File: config.mk
export PLATFORM = sky130hd
export DESIGN_NAME = cr_kme_word_packer_flat
export DESIGN_NICKNAME = d
export VERILOG_FILES = /design/src/rtl/cr_kme_word_packer_if.sv /design/src/rtl/cr_kme_word_packer.sv /design/src/flat_wrapper.sv
export SDC_FILE = /design/constraint.sdc
export NUM_CORES = 1
export LEC_CHECK = 0
export CAP_MARGIN = 15
export CORE_UTILIZATION = 49
export DETAILED_ROUTE_END_ITERATION = 12
export HOLD_SLACK_MARGIN = 0.08
export PLACE_DENSITY = 0.81
export SETUP_SLACK_MARGIN = 0.5
export SYNTH_ARGS = -nofsm -noshare
export SYNTH_HDL_FRONTEND = slang
export SYNTH_SLANG_ARGS = --single-unit
File: constraint.sdc
create_clock -name clk -period 2.1 [get_ports clk]
set_clock_uncertainty 0.15 [all_clocks]
set_input_delay 0.42 -clock clk [delete_from_list [all_inputs] [get_ports clk]]
set_output_delay 0.42 -clock clk [all_outputs]
set_load 0.01 [all_outputs]
File: src/rtl/cr_kme_word_packer_if.sv
// Word-packer stream bundle: narrow word stream in, packed multi-word beat out.
// master = upstream/downstream environment, slave = the packer itself.
interface cr_kme_word_packer_if #(
    parameter int IN_WIDTH = 64,
    parameter int WORDS    = 4
);
    logic [IN_WIDTH-1:0]         in_data;
    logic                        in_eop;
    logic                        in_valid;
    logic                        in_ack;
    logic [IN_WIDTH*WORDS-1:0]   out_data;
    logic [$clog2(WORDS+1)-1:0]  out_words;
    logic                        out_eop;
    logic                        out_valid;
    logic                        out_ready;

    modport master (
        output in_data, in_eop, in_valid, out_ready,
        input  in_ack, out_data, out_words, out_eop, out_valid
    );

    modport slave (
        input  in_data, in_eop, in_valid, out_ready,
        output in_ack, out_data, out_words, out_eop, out_valid
    );
endinterface

File: src/rtl/cr_kme_word_packer.sv
// Packs IN_WIDTH words from the kme FIFO into WORDS-wide beats, closing on full, eop or idle timeout.
// Latency: beat presented the cycle after its closing word is accepted; one word/cycle sustained.
// Backpressure: a held beat stalls in_ack until out_ready; handover and new accept share a cycle.
module cr_kme_word_packer #(
    parameter int IN_WIDTH = 64,
    parameter int WORDS    = 4,
    parameter int TIMEOUT  = 0
) (
    input  logic              clk,
    input  logic              rst_n,
    cr_kme_word_packer_if.slave io
);
    localparam int OUT_W = IN_WIDTH * WORDS;
    localparam int CW    = $clog2(WORDS);
    localparam int OWW   = $clog2(WORDS + 1);

    typedef enum logic [1:0] {IDLE, FILL, HOLD} state_t;

    state_t            state, state_nxt;
    logic [CW-1:0]     cnt;
    logic [OUT_W-1:0]  asm_q;
    logic [OUT_W-1:0]  asm_ins;
    logic [OUT_W-1:0]  out_data_q;
    logic [OWW-1:0]    out_words_q;
    logic              out_eop_q;
    logic              accept;
    logic              closing;
    logic              timeout_fire;

    // rst_n gates the ack so the FIFO is never popped while the packer is held in reset.
    assign accept  = rst_n && io.in_valid && ((state != HOLD) || io.out_ready);
    assign closing = accept && ((cnt == CW'(WORDS - 1)) || io.in_eop);

    always_comb begin
        asm_ins = asm_q;
        for (int k = 0; k < WORDS; k++) begin
            if (cnt == CW'(k)) asm_ins[k*IN_WIDTH +: IN_WIDTH] = io.in_data;
        end
    end

    generate
        if (TIMEOUT > 0) begin : g_timer
            localparam int TW = $clog2(TIMEOUT + 1);
            logic [TW-1:0] timer;

            always_ff @(posedge clk or negedge rst_n) begin
                if (!rst_n)                          timer <= '0;
                else if (accept || (state != FILL))  timer <= '0;
                else                                 timer <= timer + TW'(1);
            end

            assign timeout_fire = (state == FILL) && !accept && (timer == TW'(TIMEOUT - 1));
        end else begin : g_no_timer
            assign timeout_fire = 1'b0;
        end
    endgenerate

    always_ff @(posedge clk or negedge rst_n) begin
        if (!rst_n) state <= IDLE;
        else        state <= state_nxt;
    end

    always_comb begin
        state_nxt = state;
        case (state)
            IDLE: begin
                if (closing)     state_nxt = HOLD;
                else if (accept) state_nxt = FILL;
            end
            FILL: begin
                if (closing || timeout_fire) state_nxt = HOLD;
            end
            HOLD: begin
                if (io.out_ready) begin
                    if (closing)     state_nxt = HOLD;
                    else if (accept) state_nxt = FILL;
                    else             state_nxt = IDLE;
                end
            end
            default: state_nxt = IDLE;
        endcase
    end

    always_comb begin
        io.in_ack    = accept;
        io.out_valid = (state == HOLD);
        io.out_data  = out_data_q;
        io.out_words = out_words_q;
        io.out_eop   = out_eop_q;
    end

    // The assembly register is cleared at every close, so unused slots of the next beat read zero.
    always_ff @(posedge clk or negedge rst_n) begin
        if (!rst_n) begin
            cnt         <= '0;
            asm_q       <= '0;
            out_data_q  <= '0;
            out_words_q <= '0;
            out_eop_q   <= 1'b0;
        end else if (accept) begin
            if (closing) begin
                out_data_q  <= asm_ins;
                out_words_q <= OWW'(cnt) + OWW'(1);
                out_eop_q   <= io.in_eop;
                cnt         <= '0;
                asm_q       <= '0;
            end else begin
                asm_q <= asm_ins;
                cnt   <= cnt + CW'(1);
            end
        end else if (timeout_fire) begin
            out_data_q  <= asm_q;
            out_words_q <= OWW'(cnt);
            out_eop_q   <= 1'b0;
            cnt         <= '0;
            asm_q       <= '0;
        end
    end
endmodule
File: src/flat_wrapper.sv
// flat-port wrapper written by rule: the top's interface ports become plain ports
module cr_kme_word_packer_flat 
#(
    parameter int IN_WIDTH = 64,
    parameter int WORDS    = 4,
    parameter int TIMEOUT  = 0
)
  (clk, rst_n, io_in_data, io_in_eop, io_in_valid, io_out_ready, io_in_ack, io_out_data, io_out_words, io_out_eop, io_out_valid);
  cr_kme_word_packer_if #(.IN_WIDTH(IN_WIDTH), .WORDS(WORDS)) io_i ();
  input  logic clk;
  input  logic rst_n;
  input wire logic [$bits(io_i.in_data)-1:0] io_in_data;
  input wire logic [$bits(io_i.in_eop)-1:0] io_in_eop;
  input wire logic [$bits(io_i.in_valid)-1:0] io_in_valid;
  input wire logic [$bits(io_i.out_ready)-1:0] io_out_ready;
  output wire logic [$bits(io_i.in_ack)-1:0] io_in_ack;
  output wire logic [$bits(io_i.out_data)-1:0] io_out_data;
  output wire logic [$bits(io_i.out_words)-1:0] io_out_words;
  output wire logic [$bits(io_i.out_eop)-1:0] io_out_eop;
  output wire logic [$bits(io_i.out_valid)-1:0] io_out_valid;
  assign io_i.in_data = io_in_data;
  assign io_i.in_eop = io_in_eop;
  assign io_i.in_valid = io_in_valid;
  assign io_i.out_ready = io_out_ready;
  assign io_in_ack = io_i.in_ack;
  assign io_out_data = io_i.out_data;
  assign io_out_words = io_i.out_words;
  assign io_out_eop = io_i.out_eop;
  assign io_out_valid = io_i.out_valid;
  cr_kme_word_packer #(.IN_WIDTH(IN_WIDTH), .WORDS(WORDS), .TIMEOUT(TIMEOUT)) u_core (.clk(clk), .rst_n(rst_n), .io(io_i));
endmodule
# --- After elaboration in Yosys (flattened, before gate mapping) ---
# Index checks and enable logic that the tools add are counted.
# W data, S select, Z words.
classes:
  addsub: 2
  reduce_logical: 9
  n_mux: 13
  eq_ne: 9
op_table:
  columns: ["op", "n"]
  rows:
  - ["$mux W256", 1]
  - ["$mux W64", 4]
  - ["$mux W2", 6]
  - ["$eq A2 B2 Y1 const B", 3]
  - ["$pmux W2 S3", 1]
  - ["$eq A2 B1 Y1 const B", 2]
  - ["$logic_not A2 Y1", 2]
  - ["$ne A2 B2 Y1 const B", 2]
  - ["$add A2 B1 Y3 const B", 1]
  - ["$logic_and A1 B1 Y1", 3]
  - ["$ne A3 B1 Y1 const B", 1]
  - ["$reduce_and A3 Y1", 1]
  - ["$add A2 B1 Y2 const B", 1]
  - ["$logic_or A1 B1 Y1", 2]
  - ["$ne A2 B1 Y1 const B", 1]
  - ["$reduce_and A2 Y1", 1]
  - ["$mux W1", 1]
word_totals:
  word_cells: 39
  out_inout_bits: 262
  inputBits: 69
  reg_bits: 520

# --- Logic depth before layout (Yosys ltp) ---
# Gate-level depths: netlist of the first run.
logic_depth:
  word_depth: 7
  ltp_mapped: 8
  depth_no_buf: 4

# --- Worst setup path after synthesis of the first run ---
# Ideal clock, no wire load.
synth_path:
  path_type: "reg-to-reg"
  startpoint: "register u_core.cnt[0]"
  endpoint: "register u_core.out_data_q[10], in the netlist u_core.io.out_data[10]"
  setup_ns: 0.137
  path_stages_with_launch: 7
  n_path_buf: 2
  path_slack_ns: 0.147
  t_required_ns: 1.813
  synth_period_minus_slack_ns: 1.953
  arrival_time_ns: 1.666
  path_cell_list: "dfrtp_1 inv_1 ha_1 buf_2 buf_1 mux2i_1 a21oi_1"
synth_via:
  elab_chain_len: 4
  elab_cells_between_ends: 6
  classes_between: "eq/ne: 1; mux: 1; reduce/logical: 4"
synth_rtl:
  columns: ["item", "line_no", "text"]
  rows:
  - ["start, declared", "cr_kme_word_packer.sv:20", "logic [CW-1:0] cnt;"]
  - ["start signal, assigned", "cr_kme_word_packer.sv:109", "cnt <= cnt + CW'(1);"]
  - ["$eq A2 B2 Y1", "cr_kme_word_packer.sv:32", "assign closing = accept && ((cnt == CW'(WORDS - 1)) || io.in_eop);"]
  - ["$logic_or A1 B1 Y1", "cr_kme_word_packer.sv:32", null]
  - ["$logic_and A1 B1 Y1", "cr_kme_word_packer.sv:32", null]
  - ["$reduce_and A2 Y1 (no source line)", null, null]
  - ["end signal, assigned", "cr_kme_word_packer.sv:102", "out_data_q <= asm_ins;"]
  - ["end signal, assigned", "cr_kme_word_packer.sv:112", "out_data_q <= asm_q;"]
  - ["end, declared", "cr_kme_word_packer.sv:23", "logic [OUT_W-1:0] out_data_q;"]
# Several ways; a longest one is shown, not always the timed one.
# A chain may end at the register's enable or synchronous reset.

# --- Final worst setup path of the first run ---
layout_path:
  startpoint: "register u_core.state[1]"
  endpoint: "register u_core.out_data_q[223], in the netlist u_core.io.out_data[223]"
layout_via:
  elab_chain_len: 5
layout_rtl:
  columns: ["item", "line_no", "text"]
  rows:
  - ["start, declared", "cr_kme_word_packer.sv:19", "state_t state, state_nxt;"]
  - ["start signal, assigned", "cr_kme_word_packer.sv:60", "else state <= state_nxt;"]
  - ["$ne A2 B2 Y1 *", "cr_kme_word_packer.sv:31", "assign accept = rst_n && io.in_valid && ((state != HOLD) || io.out_ready);"]
  - ["$logic_or A1 B1 Y1 *", "cr_kme_word_packer.sv:31", null]
  - ["$logic_and A1 B1 Y1 *", "cr_kme_word_packer.sv:31", null]
  - ["$logic_and A1 B1 Y1", "cr_kme_word_packer.sv:32", null]
  - ["$reduce_and A2 Y1 (no source line) *", null, null]
# Mark *: on every way between the ends. The rest lies on a longest branch, timed or not.

==> reports/summary.txt, run 1 <==
ANT nets after route: 0
GP Congestion: 0.8270
Cells after Synth: 1774
P&R area growth vs syn: 46.71%
CTS tree: built
vias in the first global route: 17410
most frequent cells in the layout: dfrtp_1 (517), mux2i_1 (253), a22o_1 (192)
Fill cells: 2588
DRC errors left: 0
hold slack: 0.3410 ns
met3 usage: 0.05331
initial antenna violation count: 2
largest net degree at the start of global routing: 140
starting density of the core: 0.4961
crit start category: flip-flop
placed cells: 2597
r2r setup slk: -0.11 ns
sequential area share after synthesis: 0.5932
crit path time final: 2.209 ns
DR pass1 iterations: 5
DR vias/cell: 6.758
Detailed Place HPWL: 39450 um
CTS buffer count: 53
post-route setup TNS: -0.9406 ns
Iteration-0 DRC Markers: 2578
Leak: 14.01 nW
Worst Hold Class: input port to flip-flop
Yosys top cell area share: 0.5932
Post-Place Setup Slack: -0.2532 ns
Yosys reg bits: 520
design area: 32180 um^2
NumNets Final: 2343
die area: 45620 um^2
hold path depth: 5
clock sink total: 520
max cap viols: 0
failing checks: negative setup slack
Avg Inst Size Synth: 12.37 um^2
gr usage total: 0.2850
met2 usage: 0.4420
Yosys top cell by area: dfrtp_1
DIE HEIGHT: 213.6 um
# port buffers: 330
CTS root buffer: clkbuf_16
CP required: 2.41 ns
layout cells sized above 1: 0.3718
post-layout util: 0.7278
Final Slew Violations: 0
final WL: 85370 um
CTS H-Tree Depth: 2
Layout Cells excl Fill: 2902
type of destination of the critical path: flip-flop
gr ovfl total: 0
Slew HR: 0.4682
Period Utilization, post-route: 1.052
Achievable Freq: 452.8 MHz
clk slew on worst S/H paths: 0.06 ns
WP data arrival: 2.52 ns
Reg2Reg Depth: 8
Core Area: 44220 um^2
first-pass GRT wire length: 101200 um
Final Worst Setup Slack: -0.1087 ns
RR Startpoint: u_core.state[1]
Hold Vio Cnt, Final: 0
Area after DPL: 26340 um^2
final setup fails: 60
Net Count, Synth: 1847
actual slew at the worst max-slew pin: 0.7977 ns
hold path start: rst_n
most common cell after layout, fill and taps aside: dfrtp_1
reg2reg end: u_core.io.out_data[223]
run status: finished with violations
WS Path Type: flip-flop to flip-flop
Area contributors post-synth: dfrtp_1 (59%), mux2i_1 (12%), a22o_1 (7.7%)
Worst VDD drop: 0.7255 mV
met1 usage: 0.4025
GRT Max-Usage Layer: met2
vias: 19610
crit-path max FO: 14
RSZ-0062 raised after global routing: true
Routed WL per cell: 29.42 um
clk_lat worst skew: 0.60 ns
Synth Warn #: 0
hold path endpoint: u_core.cnt[1]
Power Density: 1125 nW/um^2
post-synthesis cell area: 21940 um^2
number of top-level pins: 331
# rows: 77
Die Width: 213.6 um
Distinct cells, synth: 27
CTS max path bufs: 3
total chip power: 36.19 mW
## state kept, by name, summed over array words and instances, names as in the netlist
name	flops
u_core.asm_q	256
u_core.io.out_data	256
u_core.io.out_words	3
u_core.cnt	2
u_core.state	2
u_core.io.out_eop	1
## where the power goes
| part | leakage [nW] | switching (mW) | internal, mW |
|---|---|---|---|
| Clock | 0.925 | 4.18 | 6.25 |
| Combinational | 6.52 | 6.10 | 5.75 |
| Sequential | 6.57 | 1.79 | 12.1 |
## routing by layer
layer,routed length [um],vias up
met3,9193,366
li1,-,7714
met5,13,-
met2,39840,1547
met1,31910,9983
met4,4415,2
## critical path, cell delays in order, from the launching register on
cell	delay (ns)
dfrtp_1	0.43
buf_6	0.14
or3b_4	0.41
buf_12	0.16
buf_12	0.12
clkbuf_16	0.16
buf_16	0.18
a31oi_1	0.22
a21oi_1	0.10
## Yosys cell counts
cell        n
o21ai_0     2
a21o_1      2
mux2_2      2
buf_2      64
ha_1        4
nand4_1     2
or2_1       1
dfrtp_1   520
nor3_2      1
inv_1       4
and2_1      1
o211ai_2    2
mux2i_1   256
a211oi_1    1
nor2b_1    66
nor2_1      2
and4_4      3
a21oi_1   259
o211ai_4    1
a22o_1    192
buf_1      31
or3b_1      1
buf_6      39
nor3b_1     1
a31oi_1   258
clkbuf_1   58
nand2_1     1
## layout make-up
type	instances	area (um^2)	area share
clock inverters	22	359.1	0.01116
clock buffers	71	1544	0.04798
repair buffers	633	6784	0.2108
multi-input cells	1058	9718	0.3020
well taps	592	740.7	0.02302
flip-flops and latches	520	13020	0.4045
diodes	2	5.005	0.0001555
inverters	4	15.01	0.0004665
## worst max path at each step
stage	startpoint	endpoint	slack (ns)	depth (start not counted)
6_report	u_core.state[1]	u_core.io.out_data[223]	-0.11	8
5_1_grt	u_core.state[1]	u_core.io.out_data[223]	-0.10	8
4_1_cts	u_core.state[1]	io_in_ack	0.03	3
3_5_place_dp	io_out_ready	u_core.io.out_data[197]	-0.25	6
3_3_place_gp	io_in_valid	io_in_ack	-0.23	4
2_1_floorplan	u_core.cnt[1]	u_core.asm_q[132]	0.24	7
## cells by family after synthesis
family | after synthesis | share of synthesized area
fa+ha+maj | 4 | 0.002282
mux | 258 | 0.1178
buf+inv | 196 | 0.05054
simple gates | 79 | 0.02322
flops | 520 | 0.5932
compound gates | 717 | 0.2129
## repair_timing
| action | CTS | global route |
|---|---|---|
| gates resized for setup | 907 | 444 |
| endpoints found under the hold margin | 221 | 0 |
| setup endpoints to repair | 780 | 1249 |
| cloned | 0 | 69 |
| setup buffers | 86 | 54 |
| pin swaps | 2 | 76 |
| hold buffers | 1 | 0 |
No activity file was read; power rests on OpenSTA's default activity.
==> run 2, diff against run 1 <==
Settings changed: TNS_END_PERCENT set to 100.
==> results of run 2 <==
The final DEF is identical to that of run 1; final timing and power are the same.
